### src/rtl/cla_nibble_sequencer_pkg.sv
// Shared types and constants for the nibble-serial add/subtract unit.
package cla_nibble_sequencer_pkg;

  typedef enum logic [1:0] {
    IDLE = 2'd0,
    RUN  = 2'd1,
    DONE = 2'd2
  } state_t;

  localparam int NIBBLE_W = 4;

  function automatic int num_nibbles(input int width);
    return width / NIBBLE_W;
  endfunction

endpackage

### src/rtl/carry_lookahead_adder.sv
// 4-bit carry-lookahead adder: all internal carries come from generate/propagate terms.
module carry_lookahead_adder (
  input  logic [3:0] a,
  input  logic [3:0] b,
  input  logic       cin,
  output logic [3:0] sum,
  output logic       cout
);

  logic [3:0] g;
  logic [3:0] p;
  logic [4:0] c;

  assign g = a & b;
  assign p = a ^ b;

  assign c[0] = cin;
  assign c[1] = g[0] | (p[0] & cin);
  assign c[2] = g[1] | (p[1] & g[0]) | (p[1] & p[0] & cin);
  assign c[3] = g[2] | (p[2] & g[1]) | (p[2] & p[1] & g[0]) | (p[2] & p[1] & p[0] & cin);
  assign c[4] = g[3] | (p[3] & g[2]) | (p[3] & p[2] & g[1]) | (p[3] & p[2] & p[1] & g[0])
              | (p[3] & p[2] & p[1] & p[0] & cin);

  assign sum  = p ^ c[3:0];
  assign cout = c[4];

endmodule

### src/rtl/cla_nibble_sequencer.sv
// Wide add/subtract built by stepping one 4-bit CLA across the operands, LS nibble first.
module cla_nibble_sequencer
  import cla_nibble_sequencer_pkg::*;
#(
  parameter int WIDTH = 16
) (
  input  logic             clk,
  input  logic             rst,
  input  logic             start,
  input  logic             op_sub,
  input  logic [WIDTH-1:0] a,
  input  logic [WIDTH-1:0] b,
  output logic             busy,
  output logic             done,
  output logic [WIDTH-1:0] result,
  output logic             cout,
  output logic             overflow
);

  localparam int N    = num_nibbles(WIDTH);
  localparam int IDXW = $clog2(N);
  localparam logic [IDXW-1:0] LAST_IDX = IDXW'(N - 1);

  state_t                  state_r, state_s;
  logic [IDXW-1:0]         idx_r;
  logic [WIDTH-1:0]        a_r, b_r;
  logic [WIDTH-NIBBLE_W-1:0] partial_r;
  logic                    c_r, sub_r;

  logic [NIBBLE_W-1:0] a_nib_s, b_nib_s, sum_nib_s;
  logic                cin_s, cout_nib_s;
  logic                accept_s, last_s;

  assign accept_s = start && (state_r != RUN);
  assign last_s   = (state_r == RUN) && (idx_r == LAST_IDX);

  assign a_nib_s = a_r[int'(idx_r)*NIBBLE_W +: NIBBLE_W];
  assign b_nib_s = b_r[int'(idx_r)*NIBBLE_W +: NIBBLE_W];
  // Nibble 0 takes the subtract carry-in straight from the latched opcode.
  assign cin_s   = (idx_r == '0) ? sub_r : c_r;

  carry_lookahead_adder u_cla (
    .a    (a_nib_s),
    .b    (b_nib_s),
    .cin  (cin_s),
    .sum  (sum_nib_s),
    .cout (cout_nib_s)
  );

  // Next-state logic.
  always_comb begin
    state_s = state_r;
    case (state_r)
      IDLE:    state_s = start ? RUN : IDLE;
      RUN:     state_s = (idx_r == LAST_IDX) ? DONE : RUN;
      DONE:    state_s = start ? RUN : IDLE;
      default: state_s = IDLE;
    endcase
  end

  // State, operand/carry/index registers and output registers.
  always_ff @(posedge clk or posedge rst) begin
    if (rst) begin
      state_r   <= IDLE;
      idx_r     <= '0;
      a_r       <= '0;
      b_r       <= '0;
      partial_r <= '0;
      c_r       <= 1'b0;
      sub_r     <= 1'b0;
      result    <= '0;
      cout      <= 1'b0;
      overflow  <= 1'b0;
    end else begin
      state_r <= state_s;
      if (accept_s) begin
        a_r   <= a;
        b_r   <= op_sub ? ~b : b;
        c_r   <= op_sub;
        sub_r <= op_sub;
        idx_r <= '0;
      end else if (state_r == RUN) begin
        c_r   <= cout_nib_s;
        idx_r <= idx_r + IDXW'(1);
        if (last_s) begin
          result   <= {sum_nib_s, partial_r};
          cout     <= cout_nib_s;
          overflow <= (a_r[WIDTH-1] == b_r[WIDTH-1]) && (sum_nib_s[NIBBLE_W-1] != a_r[WIDTH-1]);
        end else begin
          partial_r[int'(idx_r)*NIBBLE_W +: NIBBLE_W] <= sum_nib_s;
        end
      end
    end
  end

  assign busy = (state_r == RUN);
  assign done = (state_r == DONE);

endmodule

### config.mk
export PLATFORM = sky130hd
export DESIGN_NAME = cla_nibble_sequencer
export DESIGN_NICKNAME = d
export VERILOG_FILES = /design/src/rtl/cla_nibble_sequencer_pkg.sv /design/src/rtl/carry_lookahead_adder.sv /design/src/rtl/cla_nibble_sequencer.sv
export SDC_FILE = /design/constraint.sdc
export NUM_CORES = 1
export LEC_CHECK = 0
export CAP_MARGIN = 30
export CELL_PAD_IN_SITES_DETAIL_PLACEMENT = 2
export CELL_PAD_IN_SITES_GLOBAL_PLACEMENT = 2
export CORE_UTILIZATION = 38
export CTS_CLUSTER_SIZE = 28
export DETAILED_ROUTE_END_ITERATION = 6
export GPL_TIMING_DRIVEN = 0
export HOLD_SLACK_MARGIN = 0.1
export PLACE_DENSITY_LB_ADDON = 0.1
export SLEW_MARGIN = 10
export SYNTH_ARGS = -nofsm -noshare
export SYNTH_HDL_FRONTEND = slang
export SYNTH_SLANG_ARGS = --single-unit
### constraint.sdc
create_clock -name clk -period 5.1 [get_ports clk]
set_input_delay 0.765 -clock clk [delete_from_list [all_inputs] [get_ports clk]]
set_output_delay 0.765 -clock clk [all_outputs]
set_load 0.01 [all_outputs]
==> run_results.csv, run 1 <==
group,metric,value,unit
run_status,status,"finished clean",
finish,final_nets,376,
placement,io_buffers,54,
route,final_antenna_net_count,0,
synthesis,netlist_area,0.003214,mm^2
floorplanning,fp.dieH,93.97,um
synthesis,synth_nets,310,
grt,grtUsageTotal,0.1981,
grt,grt_overflow,0,
sta,worstMarginPinSlew,0.6734,ns
critical_path,max_stage_delay,0.58,ns
route,met2WireLength,4.071,mm
synthesis,synth_fa_ha_area_frac,0.04515,
synthesis,synth_area_leaders,"dfrtp_1 (53%), mux2_2 (11%), mux4_2 (5.6%)",
clock_network,cts_htree_levels,3,
clock_network,cts-resized-gates,0,
route,wl,7.637,mm
synthesis,synthDistinctLibCells,37,
critical_path,path_delay_family,"multiplexers",
finish,fillerInstances,852,
route,drt_pass1_iterations,4,
sta,fin_tns_setup,0,ns
critical_path,crit_type,"flip-flop to flip-flop",
synthesis,yosys.area_share.simple,0.08953,
synthesis,synthXorXnorAreaFrac,0.04905,
placement,gp_congestion,0.7273,
route,post_drt_wl_per_cell,17.44,um
grt,grt_pass1_wl,12.78,mm
route,dr.first_iter.drc_count,52,
synthesis,seq_area_frac_synth,0.5294,
route,wl_met1,3.260,mm
placement,dpl-instance-area,0.003916,mm^2
synthesis,synth_edf_count,0,
sta,drv_slew,0,
clock_network,post-cts-setup-buffer-count,0,
clock_network,cts_root_buf,"clkbuf_8",
clock_network,clk_path_buf_depth,2,
sta,finalHoldWorstSlack,0.4789,ns
clock_network,path_clk_slew,0.07,ns
critical_path,crit_buf_inv,2,
synthesis,synth-compound-area-share,0.08836,
synthesis,syn_inst,263,
sta,fmax,329.1,MHz
route,drc,0,
sta,min_period,3.039,ns
grt,grt_pass1_vias,2524,
grt,antenna_found_initial,0,
floorplanning,die_w,93.97,um
synthesis,synth_mux_area_frac,0.1654,
sta,fin_skew,0.006254,ns
critical_path,worstSetupPathDepth,8,
floorplanning,die_area,0.008830,mm^2
route,wl_met3,197,um
power_and_ir_drop,p_leak,1.775,nW
worst_hold_path,hold_path_class,"flip-flop to flip-flop",
finish,fin_util,0.4972,
sta,final-setup-viol-count,0,
critical_path,crit_path_end_kind,"flip-flop",
clock_network,clk-insertion-delay-late,0.35,ns
synthesis,synth_top_area_share,0.5294,
floorplanning,row_count,33,
route,vias,2240,
power_and_ir_drop,power_density,687.3,mW/mm^2
placement,placedCellCount,423,
floorplanning,io_pins,56,
floorplanning,start_util,0.3912,
worst_hold_path,holdPathStages,2,
finish,fin_area,0.004085,mm^2
critical_path,cp.arrival,3.24,ns
clock_network,hold_buffers,0,
critical_path,cp_slowest_cell,"mux4_2",
sta,finalHoldViolations,0,
placement,hpwl,5.692,mm
synthesis,synth_top_family_by_area,"multiplexers",
sta,rsz0062_at_grt,"false",
critical_path,path_cells,"buf_2, mux4_2, ha_1, clkbuf_2, a21oi_1, o21ai_1, xnor2_1, o31ai_1",
run,cap_violations,0,
route,routed_via_density,5.114,
clock_network,cts.sinks,68,
power_and_ir_drop,peakVddDrop,0.2875,mV
synthesis,yosysMostFrequentCell,"dfrtp_1",
floorplanning,core_region_area,0.008217,mm^2
sta,worst_slew_margin_rel,0.5511,
route,top_layer_used,"met4",
finish,syn_to_final_growth,27.09,%
synthesis,ys.flop_type,"dfrtp_1",
critical_path,critPathRequiredTime,5.31,ns
finish,drive_gt1_frac,0.2162,
grt,grt_max_degree,47,
clock_network,cts_tree,"yes",
critical_path,worstPathMaxFanout,10,
clock_network,numCtsBuffers,9,
synthesis,yosys.area.top_type,"dfrtp_1",
synthesis,synth-seq-cells,68,
sta,fin_crit_sh,0.5959,
synthesis,ys_warn_count,0,
finish,finalNonFillerCells,438,
synthesis,synth_common_cells,"dfrtp_1 (68), nand2_1 (44), mux2_2 (30)",
finish,num_antenna_cells,0,
synthesis,syn_area_per_cell,12.22,um^2
synthesis,async_flop_share,1.000,
critical_path,ff2ff_path_depth,8,
critical_path,cp-start-kind,"flip-flop",
## state kept, by name, summed over array words and instances, names as in the netlist, 2 cells and up
name,count
a_r,16
b_r,16
result,16
partial_r,12
idx_r,2
state_r,2
## through the flow
stage	worst slack (ns)	power (W)
3_3_place_gp	1.335	0.002362
5_1_grt	1.806	0.003042
2_1_floorplan	2.589	0.001890
3_5_place_dp	2.001	0.002450
6_report	2.061	0.002808
4_1_cts	1.979	0.002864
## tightest hold or removal path, cell delays in order (launching register included)
cell	delay, ns
dfrtp_1	0.34
nand2_1	0.05
o21ai_0	0.06
## layer usage
layer / track usage / up-vias
li1: - / 1045
met1: 0.2336 / 1141
met2: 0.3528 / 42
met3: 0.03641 / 12
met4: 0.08077 / 0
met5: 0 / -
## cell families (layout without fill, tap and decap cells)
group           after synthesis  after routing
compound gates               45             45
xor+xnor                     18             18
fa+ha+maj                    11             11
buf+inv                      22             92
flops                        68             68
mux                          39             39
simple gates                 60             60
## layout make-up
cell class	count	area, um^2	area share
timing repair buffer	55	568.0	0.1391
buffer	13	72.57	0.01776
inverter	9	36.28	0.008882
clock inverter	2	10.01	0.002450
clock buffer	13	158.9	0.03890
sequential	68	1702	0.4165
multi-input combinational	173	1406	0.3443
tap	105	131.4	0.03216
## cells in the final DEF, fill, tap and decap left out, types with 5 or more instances in the layout
master	count
dfrtp_1	68
clkdlybuf4s50_1	54
nand2_1	44
mux2_2	30
o21ai_0	22
xnor2_1	18
clkbuf_8	11
o31ai_1	10
ha_1	10
mux4_2	8
inv_1	7
buf_2	6
clkbuf_1	5
nand3_1	5
## final timing paths
kind                              start      endpoint  slack (ns)
setup / recovery               idx_r[0]  partial_r[6]        2.06
hold / removal             partial_r[8]  partial_r[8]        0.48
setup reg to reg               idx_r[0]  partial_r[6]        2.06
hold reg to reg            partial_r[8]  partial_r[8]        0.48
max in group asynchronous           rst       b_r[11]        3.83
min in group asynchronous           rst        a_r[8]        0.74
## power breakdown
| group | switching [W] | leakage [nW] | internal, W |
|---|---|---|---|
| Combinational | 0.000837 | 0.821 | 0.000655 |
| Clock | 0.000201 | 0.0893 | 0.000199 |
| Sequential | 0.000140 | 0.865 | 0.000775 |
| Total | 0.00118 | 1.78 | 0.00163 |
Power figures use the tool's default switching activity.
==> run 2: changes to the inputs <==
Settings changed: CORE_UTILIZATION 38 to 35.
Clock period 5.1 ns to 3 ns, I/O delays scaled along.
==> run 2 against run 1 <==
The run now ends with DRC left. Register-to-register slack got worse by 1.8 ns. Critical path type unchanged. Combinational power up 77%. Cell area up 2.3%. Sequential share of layout area fell by 0.91 points.
==> run_results.csv, run 2 (same netlist as run 1, synthesis figures left out) <==
group,metric,value,unit
sta,rsz0062_at_grt,"false",
power_and_ir_drop,p_clk_frac,0.180,
finish,drive_gt1_frac,0.2365,
power_and_ir_drop,power_density,1225,mW/mm^2
finish,fin_area,0.004179,mm^2
run,cap_violations,0,
grt,use_met3,0.04581,
critical_path,worstPathMaxFanout,10,
power_and_ir_drop,p_switching,0.002077,W
floorplanning,fp.dieH,97.83,um
grt,grt_pass1_vias,2557,
critical_path,cp.arrival,2.99,ns
finish,fin_util,0.4746,
grt,grt_max_degree,44,
finish,final_nets,376,
grt,grtUsageTotal,0.1880,
route,drt_pass1_iterations,6,
grt,antenna_found_initial,0,
clock_network,path_clk_slew,0.08,ns
placement,hpwl,5.651,mm
clock_network,clk-insertion-delay-late,0.35,ns
floorplanning,io_pins,56,
finish,mostFrequentLayoutCells,"dfrtp_1 (67), clkdlybuf4s50_1 (54), nand2_1 (44)",
route,post_drt_wl_per_cell,18.10,um
placement,dpl-instance-area,0.003920,mm^2
clock_network,cts_htree_levels,3,
clock_network,hold_buffers,0,
clock_network,cts_root_buf,"clkbuf_8",
floorplanning,die_w,97.83,um
power_and_ir_drop,sequentialPowerShare,0.306,
clock_network,cts_tree,"yes",
critical_path,path_cells,"buf_4, mux4_2, ha_1, buf_2, a31oi_1, o221a_2, nor2b_1, a21oi_1",
finish,final_common_cell,"dfrtp_1",
finish,reg.largest.list,"a_r (16), b_r (16), result (16)",
sta,final-setup-viol-count,0,
clock_network,numCtsBuffers,9,
power_and_ir_drop,p_leak,1.814,nW
clock_network,clk_path_buf_depth,2,
power_and_ir_drop,peakVddDrop,0.4498,mV
placement,placedCellCount,426,
route,drc,9,
clock_network,post-cts-setup-buffer-count,0,
sta,drv_slew,0,
sta,finalHoldViolations,0,
route,vias,2249,
grt,grtUsageMet1,0.2249,
route,routed_via_density,5.088,
critical_path,critPathRequiredTime,3.23,ns
placement,gp_congestion,0.7321,
sta,fin_crit_sh,0.9192,
route,wl,7.999,mm
grt,grt_pass1_wl,13.59,mm
sta,worstMarginPinSlew,0.4838,ns
clock_network,cts.sinks,68,
power_and_ir_drop,pwr-share-comb,0.514,
critical_path,cp-start-kind,"flip-flop",
placement,io_buffers,54,
grt,grt_busiest_layer,"met2",
floorplanning,row_count,34,
critical_path,crit_path_end_kind,"flip-flop",
finish,num_antenna_cells,0,
power_and_ir_drop,sw_frac_of_total,0.4056,
route,final_antenna_net_count,0,
placement,dp_slack,-0.1721,ns
finish,finalNonFillerCells,442,
floorplanning,die_area,0.009571,mm^2
grt,grt_overflow,0,
run_status,status,"finished with violations",
finish,syn_to_final_growth,30.01,%
power_and_ir_drop,p_int,0.003044,W
floorplanning,start_util,0.3650,
sta,layout_setup_ws,0.2424,ns
route,dr.first_iter.drc_count,60,
sta,min_period,2.758,ns
critical_path,max_stage_delay,0.54,ns
sta,finalHoldWorstSlack,0.4299,ns
floorplanning,core_region_area,0.008806,mm^2
run_status,violations,"DRC",
sta,fmax,362.6,MHz
critical_path,crit_type,"flip-flop to flip-flop",
worst_hold_path,hold_path_class,"primary input to async pin",
grt,use_met2,0.3294,
sta,worst_slew_margin_rel,0.6775,
critical_path,cp_slowest_cell,"mux4_2",
sta,fin_skew,0.01076,ns
run 2: cell count changes in the layout (fill, tap and decap cells not counted), moves of 2 or more:
cell / delta
bufinv_16: +3
clkbuf_1: -3
clkbuf_8: -2
clkinvlp_4: +2
xnor2_1: -2
xnor2_2: +2
run 2: power groups by stage:
| stage | sequential [W] | combinational, W | clock, W |
|---|---|---|---|
| 6_report | 0.00157 | 0.00263 | 0.000923 |
| 5_1_grt | 0.00163 | 0.00292 | 0.000985 |
| 4_1_cts | 0.00158 | 0.00271 | 0.000946 |
| 3_5_place_dp | 0.00159 | 0.00257 | 0 |
| 3_3_place_gp | 0.00156 | 0.00247 | 0 |
| 2_1_floorplan | 0.00154 | 0.00167 | 0 |
run 2: final timing paths:
| check | slack (ns) | endpoint | start | cells after the start |
|---|---|---|---|---|
| max in group asynchronous | 2.03 | idx_r[0] | rst | 3 |
| max reg2reg | 0.24 | c_r | idx_r[0] | 8 |
| min reg2reg | 0.48 | b_r[1] | b_r[1] | 2 |
| min in group clk | 0.48 | b_r[1] | b_r[1] | 2 |
| max | 0.24 | c_r | idx_r[0] | 8 |
| min | 0.43 | partial_r[11] | rst | 2 |
run 2: through the flow:
| step | TNS [ns] | total power [W] |
|---|---|---|
| after floorplan | 0 | 0.003214 |
| after global placement | -29.39 | 0.004027 |
| after detailed placement | -1.016 | 0.004163 |
| after CTS | 0 | 0.005236 |
| after global routing | 0 | 0.005534 |
| final | 0 | 0.005121 |
run 2: critical path: cells and delay by family (launching register included):
kind	cells	cell delay, ns
flops	1	0.51
fa+ha+maj	1	0.30
compound gates	3	0.58
mux	1	0.54
buf+inv	2	0.44
simple gates	1	0.25
run 2: layer usage:
metal | routed length (um) | share of wire | vias up
li1 | - | - | 1055
met1 | 3458 | 0.43 | 1137
met2 | 4178 | 0.52 | 45
met3 | 242 | 0.030 | 12
met4 | 119 | 0.015 | 0
met5 | 0 | 0 | -
run 2: repair_timing:
| action | in CTS | in global routing |
|---|---|---|
| endpoints found under the setup margin | 15 | 13 |
| resized for setup | 3 | 4 |
| gates cloned | 0 | 0 |
run 2: cell type report:
type | instances | area, um^2
Tap cell | 108 | 135.1
Buffer | 13 | 76.32
Multi-Input combinational cell | 173 | 1421
Clock buffer | 9 | 123.9
Sequential cell | 68 | 1703
Inverter | 9 | 36.28
Timing Repair Buffer | 55 | 568.0
Fill cell | 888 | 4627
Clock inverter | 7 | 115.1
==> run 3: changes to the inputs <==
Settings changed: PLACE_DENSITY set to 0.76, PLACE_DENSITY_LB_ADDON 0.1 to not set.
==> run 3 against run 2 <==
The flow still finishes with violations (DRC). Sequential share of layout area up 0.36 points. Fmax up 1.0%. Combinational power down 2%. Via count down 1.2%. Cell area down 0.87%. Clock skew down 0.00069 ns. Non-clock buffer count unchanged. Clock-buffer cell count up 3. Wire length down 4.6%. Critical path type unchanged.
==> run_results.csv, run 3 (same netlist as run 1, synthesis figures left out) <==
group,metric,value,unit
critical_path,crit_end,"partial_r[3]",
placement,gp_congestion,0.7743,
finish,fin_util,0.4704,
critical_path,regToRegSetupSlack,0.27,ns
finish,syn_to_final_growth,28.88,%
sta,fin_skew,0.01007,ns
floorplanning,fp.dieH,97.83,um
critical_path,startpoint,"idx_r[0]",
route,drt_pass1_iterations,7,
placement,io_buffers,54,
clock_network,numCtsBuffers,9,
critical_path,r2r-end,"partial_r[3]",
critical_path,path_cells,"buf_4, mux4_2, ha_1, buf_2, a31oi_1, o221a_2, nand2_2, o31ai_1",
power_and_ir_drop,p_leak,1.797,nW
floorplanning,die_area,0.009571,mm^2
sta,worstMarginPinSlew,0.4491,ns
clock_network,cts_root_buf,"clkbuf_8",
clock_network,clk_path_buf_depth,2,
grt,antenna_found_initial,0,
clock_network,cts_htree_levels,3,
finish,num_antenna_cells,0,
floorplanning,die_w,97.83,um
critical_path,worstPathMaxFanout,10,
finish,drive_gt1_frac,0.2342,
critical_path,cp.arrival,2.98,ns
grt,grt_pass1_vias,2546,
critical_path,max_stage_delay,0.54,ns
sta,rsz0062_at_grt,"false",
run,cap_violations,0,
sta,final-setup-viol-count,0,
finish,fillerInstances,899,
sta,worst_slew_margin_rel,0.7006,
floorplanning,row_count,34,
sta,finalHoldViolations,0,
power_and_ir_drop,peakVddDrop,0.4036,mV
floorplanning,start_util,0.3650,
grt,grtUsageTotal,0.1791,
route,vias,2221,
sta,finalHoldWorstSlack,0.4383,ns
finish,mostFrequentLayoutCells,"dfrtp_1 (67), clkdlybuf4s50_1 (54), nand2_1 (44)",
critical_path,ff2ff_path_depth,8,
finish,final_nets,376,
clock_network,clk-insertion-delay-late,0.35,ns
clock_network,cts.sinks,68,
grt,grt_overflow,0,
sta,min_period,2.730,ns
floorplanning,io_pins,56,
finish,final_common_cell,"dfrtp_1",
sta,drv_slew,0,
route,wl,7.630,mm
critical_path,critPathRequiredTime,3.25,ns
grt,grt_pass1_wl,13.10,mm
power_and_ir_drop,power_density,1193,mW/mm^2
floorplanning,core_region_area,0.008806,mm^2
worst_hold_path,hold_path_class,"primary input to async pin",
run_status,violations,"DRC",
finish,reg.largest.list,"a_r (16), b_r (16), result (16)",
grt,grt_max_degree,41,
sta,fin_crit_sh,0.9101,
route,post_drt_wl_per_cell,17.30,um
clock_network,path_clk_slew,0.08,ns
route,final_antenna_net_count,0,
route,dr.first_iter.drc_count,63,
run_status,status,"finished with violations",
sta,layout_setup_ws,0.2698,ns
route,routed_via_density,5.036,
critical_path,reg2reg_from,"idx_r[0]",
critical_path,cp-start-kind,"flip-flop",
critical_path,crit_path_end_kind,"flip-flop",
route,drc,8,
placement,hpwl,5.520,mm
sta,fmax,366.3,MHz
clock_network,cts_tree,"yes",
critical_path,crit_type,"flip-flop to flip-flop",
clock_network,post-cts-setup-buffer-count,0,
placement,dp_slack,-0.1030,ns
critical_path,cp_slowest_cell,"mux4_2",
-- run 3: cell types whose count changed in the layout (fill, tap and decap cells not counted), sizes merged --
| cell | change |
|---|---|
| bufinv | -2 |
| clkbuf | +3 |
| clkinv | -2 |
-- run 3: final cells by class --
class,instances,area [um^2],share of cell area
inverters,9,36.28,0.008759
clock buffers,12,165.2,0.03987
flip-flops and latches,68,1703,0.4111
repair buffers,55,560.5,0.1353
clock inverters,3,45.04,0.01087
plain buffers,13,76.32,0.01842
multi-input cells,173,1421,0.3431
well taps,108,135.1,0.03262
-- run 3: report_power, final --
| group | leakage (nW) | switching [W] | internal (W) | total (W) |
|---|---|---|---|---|
| registers | 0.864 | 0.000244 | 0.00132 | 0.00156 |
| logic | 0.832 | 0.00141 | 0.00117 | 0.00258 |
| clock network | 0.101 | 0.000350 | 0.000447 | 0.000798 |
| total | 1.80 | 0.00200 | 0.00294 | 0.00494 |
-- run 3: stage by stage --
| stage | cell area (um^2) | TNS (ns) | total power (W) | instances |
|---|---|---|---|---|
| 2_1_floorplan | 3214 | 0 | 0.003214 | 263 |
| 3_3_place_gp | 3890 | -27.11 | 0.003996 | 425 |
| 3_5_place_dp | 3913 | -0.4510 | 0.004115 | 426 |
| 4_1_cts | 4140 | 0 | 0.005038 | 441 |
| 5_1_grt | 4143 | 0 | 0.005357 | 441 |
| 6_report | 4143 | 0 | 0.004941 | 441 |
-- run 3: how the worst min path moves through the flow --
stage	cells after the start	start	to
finish	2	rst	a_r[2]
global route	2	rst	a_r[2]
detailed placement	2	partial_r[3]	partial_r[3]
global placement	2	b_r[9]	b_r[9]
CTS	2	rst	a_r[2]
floorplan	2	partial_r[0]	partial_r[0]
-- run 3: routing by layer --
layer	up-vias	GRT usage	part of all wire
met5	-	0	0
met2	42	0.3174	0.53
met1	1121	0.2153	0.43
met3	9	0.03221	0.026
met4	0	0.06993	0.017
li1	1049	-	-
-- run 3: timing repair --
item | 4_1_cts | 5_1_grt
endpoints found under the hold margin | 0 | 0
gates resized for setup | 3 | 3
endpoints found under the setup margin | 9 | 10
hold buffers | 0 | 0
-- run 3: worst max-delay path, delay by kind of cell (launching register included) --
| family | cells | cell delay (ns) |
|---|---|---|
| compound gates | 3 | 0.71 |
| fa+ha+maj | 1 | 0.30 |
| buf+inv | 2 | 0.44 |
| flops | 1 | 0.50 |
| mux | 1 | 0.54 |
| simple gates | 1 | 0.12 |
